[src/rtl/mc_req_arb_pkg.sv]
// Shared definitions for the memcache request arbiter.
//   MC_AW  default word-address width toward the cache
//   MC_DW  data width of the request/response port
//   MC_MW  byte-mask width; a set mask bit means the byte is NOT written.
//          The arbiter never interprets the mask, it only forwards it.
//   idx_w  width of an index into N requesters (at least one bit)
package mc_req_arb_pkg;

    localparam int unsigned MC_AW = 28;
    localparam int unsigned MC_DW = 32;
    localparam int unsigned MC_MW = 4;

    function automatic int unsigned idx_w(input int unsigned n);
        return (n > 1) ? $clog2(n) : 1;
    endfunction

endpackage

[src/rtl/mc_rr_pick.sv]
// Round-robin winner search.
//   req  in   N    request vector
//   ptr  in   IW   highest-priority position; must be below N
//   gnt  out  N    one-hot winner (all zero when no request)
//   idx  out  IW   winner index
//   any  out  1    at least one request present
module mc_rr_pick
    import mc_req_arb_pkg::*;
#(
    parameter int unsigned N  = 2,
    parameter int unsigned IW = idx_w(N)
) (
    input  logic [N-1:0]  req,
    input  logic [IW-1:0] ptr,
    output logic [N-1:0]  gnt,
    output logic [IW-1:0] idx,
    output logic          any
);

    always_comb begin
        int unsigned cand;
        gnt  = '0;
        idx  = '0;
        any  = 1'b0;
        cand = 0;
        // Walk positions ptr, ptr+1, ... wrapping at N; first requester found wins.
        for (int unsigned k = 0; k < N; k++) begin
            cand = 32'(ptr) + k;
            if (cand >= N) begin
                cand = cand - N;
            end
            for (int unsigned i = 0; i < N; i++) begin
                if (!any && req[i] && (i == cand)) begin
                    any    = 1'b1;
                    gnt[i] = 1'b1;
                    idx    = IW'(i);
                end
            end
        end
    end

endmodule

[src/rtl/mc_req_arb.sv]
// Round-robin arbiter sharing one memcache request/response port between N requesters.
// Presents each requester a plain valid/ack bus and drives the cache's early-address,
// req_valid and NAK-retry protocol. An optional lock keeps the current owner granted
// across back-to-back accesses.
//   clk, rst_n        clock, asynchronous active-low reset
//   u_valid/u_write/u_lock/u_addr/u_wdata/u_wmsk   per-requester request payload
//   u_ack, u_rdata    completion pulse to the granted requester, shared read data
//   req_addr_pre      cache address, one cycle ahead of req_valid
//   req_valid/req_write/req_wdata/req_wmsk          cache request
//   resp_ack/resp_nak/resp_rdata                    cache response
module mc_req_arb
    import mc_req_arb_pkg::*;
#(
    parameter int unsigned N  = 2,
    parameter int unsigned AW = MC_AW
) (
    input  logic                 clk,
    input  logic                 rst_n,
    input  logic [N-1:0]         u_valid,
    input  logic [N-1:0]         u_write,
    input  logic [N-1:0]         u_lock,
    input  logic [N*AW-1:0]      u_addr,
    input  logic [N*MC_DW-1:0]   u_wdata,
    input  logic [N*MC_MW-1:0]   u_wmsk,
    output logic [N-1:0]         u_ack,
    output logic [MC_DW-1:0]     u_rdata,
    output logic [AW-1:0]        req_addr_pre,
    output logic                 req_valid,
    output logic                 req_write,
    output logic [MC_DW-1:0]     req_wdata,
    output logic [MC_MW-1:0]     req_wmsk,
    input  logic                 resp_ack,
    input  logic                 resp_nak,
    input  logic [MC_DW-1:0]     resp_rdata
);

    localparam int unsigned IW = idx_w(N);

    typedef enum logic [0:0] {StIdle, StBusy} state_e;

    state_e         state_q, state_d;
    logic [IW-1:0]  grant_q, grant_d;
    logic [IW-1:0]  rr_q, rr_d;
    logic           req_new_q, req_new_d;
    logic           lock_q, lock_d;
    logic [AW-1:0]  last_addr_q, last_addr_d;

    logic [N-1:0]   grant_oh;
    logic [N-1:0]   eligible;
    logic [N-1:0]   win_oh;
    logic [IW-1:0]  win_idx;
    logic           win_any;

    // Payload of the granted requester (g_*) and of the current IDLE winner (w_addr).
    logic [AW-1:0]    g_addr, w_addr;
    logic             g_write, g_lock, g_valid;
    logic [MC_DW-1:0] g_wdata;
    logic [MC_MW-1:0] g_wmsk;

    always_comb begin
        grant_oh = '0;
        g_addr   = '0;
        g_write  = 1'b0;
        g_lock   = 1'b0;
        g_valid  = 1'b0;
        g_wdata  = '0;
        g_wmsk   = '0;
        w_addr   = '0;
        for (int unsigned i = 0; i < N; i++) begin
            if (grant_q == IW'(i)) begin
                grant_oh[i] = 1'b1;
                g_addr      = u_addr[AW*i +: AW];
                g_write     = u_write[i];
                g_lock      = u_lock[i];
                g_valid     = u_valid[i];
                g_wdata     = u_wdata[MC_DW*i +: MC_DW];
                g_wmsk      = u_wmsk[MC_MW*i +: MC_MW];
            end
            if (win_idx == IW'(i)) begin
                w_addr = u_addr[AW*i +: AW];
            end
        end
    end

    // While locked only the last owner may win; the others wait.
    assign eligible = lock_q ? (u_valid & grant_oh) : u_valid;

    mc_rr_pick #(
        .N  (N),
        .IW (IW)
    ) u_pick (
        .req (eligible),
        .ptr (rr_q),
        .gnt (win_oh),
        .idx (win_idx),
        .any (win_any)
    );

    // Outputs: combinational from state and the cache response.
    always_comb begin
        u_ack        = '0;
        u_rdata      = '0;
        req_addr_pre = last_addr_q;
        req_valid    = 1'b0;
        req_write    = 1'b0;
        req_wdata    = '0;
        req_wmsk     = '0;
        unique case (state_q)
            StIdle: begin
                if (win_any) begin
                    req_addr_pre = w_addr;
                end
            end
            StBusy: begin
                req_addr_pre = g_addr;
                req_write    = g_write;
                req_wdata    = g_wdata;
                req_wmsk     = g_wmsk;
                // A NAK re-strobes in the same cycle; an ack overrides a concurrent NAK.
                req_valid    = req_new_q | (resp_nak & ~resp_ack);
                if (resp_ack) begin
                    u_ack   = grant_oh;
                    u_rdata = resp_rdata;
                end
            end
            default: ;
        endcase
    end

    // Next state.
    always_comb begin
        state_d     = state_q;
        grant_d     = grant_q;
        rr_d        = rr_q;
        req_new_d   = 1'b0;
        lock_d      = lock_q;
        last_addr_d = last_addr_q;
        unique case (state_q)
            StIdle: begin
                if (lock_q && !g_valid && !g_lock) begin
                    lock_d = 1'b0;
                end
                if (win_any) begin
                    state_d     = StBusy;
                    grant_d     = win_idx;
                    req_new_d   = 1'b1;
                    last_addr_d = w_addr;
                end
            end
            StBusy: begin
                if (resp_ack) begin
                    state_d = StIdle;
                    rr_d    = (grant_q == IW'(N - 1)) ? '0 : grant_q + IW'(1);
                    lock_d  = g_lock;
                end
            end
            default: ;
        endcase
    end

    always_ff @(posedge clk or negedge rst_n) begin
        if (!rst_n) begin
            state_q     <= StIdle;
            grant_q     <= '0;
            rr_q        <= '0;
            req_new_q   <= 1'b0;
            lock_q      <= 1'b0;
            last_addr_q <= '0;
        end else begin
            state_q     <= state_d;
            grant_q     <= grant_d;
            rr_q        <= rr_d;
            req_new_q   <= req_new_d;
            lock_q      <= lock_d;
            last_addr_q <= last_addr_d;
        end
    end

endmodule
[config.mk]
export PLATFORM = sky130hd
export DESIGN_NAME = mc_req_arb
export DESIGN_NICKNAME = d
export VERILOG_FILES = /design/src/rtl/mc_req_arb_pkg.sv /design/src/rtl/mc_rr_pick.sv /design/src/rtl/mc_req_arb.sv
export SDC_FILE = /design/constraint.sdc
export NUM_CORES = 1
export LEC_CHECK = 0
export CORE_MARGIN = 5
export CORE_UTILIZATION = 33
export DETAILED_ROUTE_END_ITERATION = 8
export PLACE_DENSITY = 0.79
export SLEW_MARGIN = 5
export SYNTH_ARGS = -nofsm -noshare
export SYNTH_HDL_FRONTEND = slang
export SYNTH_HIERARCHICAL = 1
export SYNTH_SLANG_ARGS = --single-unit
[constraint.sdc]
create_clock -name clk -period 4.1 [get_ports clk]
set_input_delay 1.23 -clock clk [delete_from_list [all_inputs] [get_ports clk]]
set_output_delay 1.23 -clock clk [all_outputs]
set_load 0.01 [all_outputs]
* Word-level counts from Yosys, hierarchy flattened
Index checks and enable logic that the tools add are counted.
** Cells by class
- Eq/ne operators :: 4
- Reductions and logical operators :: 19
- Add/subtract/negate cells :: 4
- Divide/modulo/power cells :: 0
- $lt $le $gt $ge :: 2
- Mux-type cells :: 37
- Shift-type cells :: 0
- Multipliers :: 0
- Bitwise gates (word level) :: 5
** Operator list (number)
- $mux 32 :: 6
- $mux 28 :: 3
- $eq 1x32->1 const A :: 2
- $logic_not 32->1 :: 2
- $pmux 28 s2 :: 1
- $ge 32x2->1 const B :: 1
- $sub 32x2->32 const B :: 1
- $mux 1 :: 20
- $logic_and 1x1->1 :: 9
- $mux 4 :: 2
- $mux 2 :: 3
- $reduce_and 2->1 :: 3
- $logic_not 1->1 :: 5
- $ne 2x2->1 const B :: 2
- $pmux 1 s2 :: 2
- $sub 1x2->3 const B :: 1
- $add 1x1->2 const B :: 1
- $and 2x2->2 :: 1
- $ge 1x2->1 const B :: 1
- $not 1->1 :: 2
- $add 1x1->1 const B :: 1
- $and 1x1->1 :: 1
- $or 1x1->1 :: 1
** Word-level totals
- Memories :: 0
- Memory bits (read-only) :: 0
- Memory bits (writable) :: 0
- Bits in registers :: 33
- Latch bits :: 0

* Longest topological paths before layout
- Depth in word-level cells :: 20
- Mapped depth :: 10
- Gate-level depth less buffers :: 6

* Cells and area by module
Netlist, hierarchy kept.
** Modules (own cells, without submodules)
- mc_req_arb :: area each 3159.3 sq um, sequential area each 825.8 sq um, cells each 398, times used 1
- mc_rr_pick :: area each 32.5 sq um, sequential area each 0.0 sq um, cells each 5, times used 1

* Least setup slack after synthesis
OpenSTA, ideal clock, no wires.
- Path kind :: input to output
- Start :: input u_valid[1]
- End :: output req_addr_pre[27]
- Stages :: 7
- Arrival :: 2.565 ns
- Buffers on the path :: 2
- Path slack :: 0.305 ns
- Data required time :: 2.870 ns
- Path through :: a21boi_0 -> a21boi_1 -> buf_6 -> buf_12 -> mux2i_1 -> a211o_1 -> o21ai_1
** Between the ends
- Longest elaborated chain between the ends :: 16
- Elaborated cells on any way between the ends :: 19
** RTL lines
- start: declaration :: RTL line mc_req_arb.sv:19 : input logic [N-1:0] u_valid,
- $and 2x2->2 :: RTL line mc_req_arb.sv:86 : assign eligible = lock_q ? (u_valid & grant_oh) : u_valid;
- $mux 2 (*) :: RTL line mc_req_arb.sv:86
- $logic_and 1x1->1 (2 in a row) :: RTL line mc_rr_pick.sv:33 : if (!any && req[i] && (i == cand)) begin
- $mux 1 :: RTL line mc_rr_pick.sv:33
- $logic_not 1->1 :: RTL line mc_rr_pick.sv:33
- $logic_and 1x1->1 (2 in a row) :: RTL line mc_rr_pick.sv:33
- $mux 1 :: RTL line mc_rr_pick.sv:33
- $logic_not 1->1 :: RTL line mc_rr_pick.sv:33
- $logic_and 1x1->1 (2 in a row) :: RTL line mc_rr_pick.sv:33
- $mux 1 (*) :: RTL line mc_rr_pick.sv:33
- via win_idx :: RTL line mc_req_arb.sv:51 : logic [IW-1:0] win_idx;
- $mux 28 (*) :: RTL line mc_req_arb.sv:79 : if (win_idx == IW'(i)) begin
- $mux 28 (*) :: RTL line mc_req_arb.sv:110 : if (win_any) begin
- $pmux 28 s2 (*) :: RTL line mc_req_arb.sv:108 : unique case (state_q)
- end: declaration :: RTL line mc_req_arb.sv:27 : output logic [AW-1:0] req_addr_pre,
The timed path passes the listed nets; every way through them passes the cells marked *.

* Worst setup path in the final report
- Start :: input u_valid[1]
- End :: output req_addr_pre[10]
** Between the ends
- Longest elaborated chain between the ends :: 16
- Elaborated cells on any way between the ends :: 19
** RTL lines
- $and 2x2->2 :: RTL line mc_req_arb.sv:86
- $mux 2 (*) :: RTL line mc_req_arb.sv:86
- via eligible[1] :: RTL line mc_req_arb.sv:49 : logic [N-1:0] eligible;
- $logic_and 1x1->1 (2 in a row) :: RTL line mc_rr_pick.sv:33
- $mux 1 :: RTL line mc_rr_pick.sv:33
- $logic_not 1->1 :: RTL line mc_rr_pick.sv:33
- $logic_and 1x1->1 (2 in a row) :: RTL line mc_rr_pick.sv:33
- $mux 1 :: RTL line mc_rr_pick.sv:33
- $logic_not 1->1 :: RTL line mc_rr_pick.sv:33
- $logic_and 1x1->1 (2 in a row) :: RTL line mc_rr_pick.sv:33
- $mux 1 (*) :: RTL line mc_rr_pick.sv:33
- via win_idx :: RTL line mc_req_arb.sv:51
- $mux 28 (*) :: RTL line mc_req_arb.sv:79
- $mux 28 (*) :: RTL line mc_req_arb.sv:110
- $pmux 28 s2 (*) :: RTL line mc_req_arb.sv:108
Marks and branches as above.

==> impl_results.md <==
* Port Buffer Count at 269
* Initial Utilization at 34.06%
* Final Skew at 6.020 ps
* Post-DR vias/cell at 5.016
* Mapped Nets at 571
* Worst hold path cell count at 2
* Crit share post-route at 98.12%
* Worst EP required at 2870 ps
* Critical path class: primary input to output pin
* Post-Synthesis Cell Area at 0.003177 mm²
* Routed WL per cell at 17.78 µm
* Final count of pins violating max slew at 0
* Grt ovf at 0
* Via count at 3993
* Hold Slack at 482.1 ps
* YS warnings at 6
* Reg2Reg Setup Slack at 1980 ps
* Clock-pin transition on the worst setup and hold timing paths at 70 ps
* Endpoints failing hold at 0
* Final wirelength at 14150 µm
* Slew headroom at 29.03%
* VDD IR max at 0.0003074 V
* Post-route ant nets at 0
* Crit-path max FO at 4
* CTS Buf Count at 5
* CTS tree: done
* Cell Rows at 35
* Max Cap Viol at 0
* Layout area overhead at 96.65%
* Worst hold path type: flop to flop
* Leakage at 2.712 nW
* Unrepaired setup endpoints after global routing: false
* Layout cells sized above 1 at 12.29%
* # setup viols final at 0
* Fmax at 0.2486 GHz
* Detailed Route Iter0 Violations at 165
* Post-route DRC at 0
* I/O pin cnt at 270
* Most frequent cells in the layout: 238 x clkdlybuf4s50_1, 86 x mux2i_1, 69 x nor2_1, 32 x and3_1
* Final nets at 836
* CP startpoint kind: primary input
* N_diodes at 0
* Die X at 108.1 µm
* Largest net degree at the start of global routing at 65
* CTS H-tree depth at 2
* Clk Latency, worst-skew pair at 280 ps
* DP Worst Slack at -679.9 ps
* PwrDens at 555.2 mW/mm²
* Setup TNS at 0 ps
* Pre-Repair DR Iteration Count at 4
* Vias in the first global route at 4226
* Total GRT Usage at 23.55%
* Status: completed
* Reg2Reg Launch Point: grant_q
* Routability cong. at 0.7855
* Die Y at 108.1 µm
* Overall power at 3.468 mW
* Post-route minimum period at 4023 ps
* Final setup margin at 77.01 ps
* First-pass GRT wire length at 21780 µm
* Leading cell type in the layout, fill and taps excluded: clkdlybuf4s50_1
* Initial antenna violation count at 0
* CTS Buffer Depth at 2
* Actual slew at the worst max-slew pin at 1064 ps
* CP Data Arrival Time at 2790 ps
* Hold Path Origin: last_addr_q[17]
* Worst Hold Path EP: last_addr_q[17]
* Die footprint at 0.01169 mm²
* Post-Syn Instances at 401
* Syn Area/Cell at 7.922 µm²
* Worst R2R End: grant_q
* Root Driver: clkbuf_8
* Core area at 0.009328 mm²
* Reg2Reg Depth at 6
* Hpwl dp at 10860 µm
* CP Capture Type: output pin
* # clock sinks at 33
## per-layer routing
| layer | GRT usage (%) | share of wire [%] | vias to the layer above |
|---|---|---|---|
| li1 | - | - | 1953 |
| met2 | 43.21 | 51 | 149 |
| met4 | 6.853 | 2.2 | 0 |
| met5 | 0 | 0 | - |
| met1 | 26.30 | 39 | 1868 |
| met3 | 6.866 | 7.6 | 23 |
## cell type report
type                            count  area [µm²]
Multi-Input combinational cell    322        2221
Sequential cell                    33       830.8
Fill cell                         798        3080
Inverter                            5       18.77
Clock buffer                        5       68.82
Timing Repair Buffer              299        2929
Tap cell                          129       161.4
Clock inverter                      3       17.52
## timing repair
| item | in CTS | in global routing |
|---|---|---|
| setup buffers | 10 | 1 |
| resized for setup | 132 | 5 |
| gates cloned | 3 | 0 |
| pin swaps | 8 | 2 |
| hold buffers | 0 | 0 |
| endpoints found under the setup margin | 28 | 23 |
## per-stage QoR
stage,utilization [%],instance area (µm²),instances
2_1_floorplan,-,3177,401
3_3_place_gp,64.64,6030,775
3_5_place_dp,64.64,6030,775
4_1_cts,66.81,6232,795
5_1_grt,66.98,6247,796
6_report,66.98,6247,796
## power by group
| group | switching (mW) | internal [mW] |
|---|---|---|
| sequential | 0.101 | 0.491 |
| clock | 0.125 | 0.117 |
| combinational | 1.28 | 1.35 |
| total | 1.51 | 1.96 |
## critical path, stage by stage
cell and delay [ps]:
clkbuf_2 110, a21boi_2 170, a21boi_4 240, buf_4 140, buf_6 100, buf_16 110, mux2i_1 80, a211o_1 290
o21ai_1 70, clkdlybuf4s15_2 250
## worst max path at each step
stage	start	to
2_1_floorplan	u_valid[1]	req_addr_pre[27]
3_3_place_gp	u_valid[1]	req_addr_pre[2]
3_5_place_dp	u_valid[1]	req_addr_pre[0]
4_1_cts	u_valid[1]	req_addr_pre[17]
5_1_grt	u_valid[1]	req_addr_pre[10]
6_report	u_valid[1]	req_addr_pre[10]
## state kept, by name, indices dropped and copies added, names as in the netlist
name	flops
grant_q	1
last_addr_q	28
lock_q	1
req_new_q	1
rr_q	1
state_q	1
(Power assumes the default switching activity.)
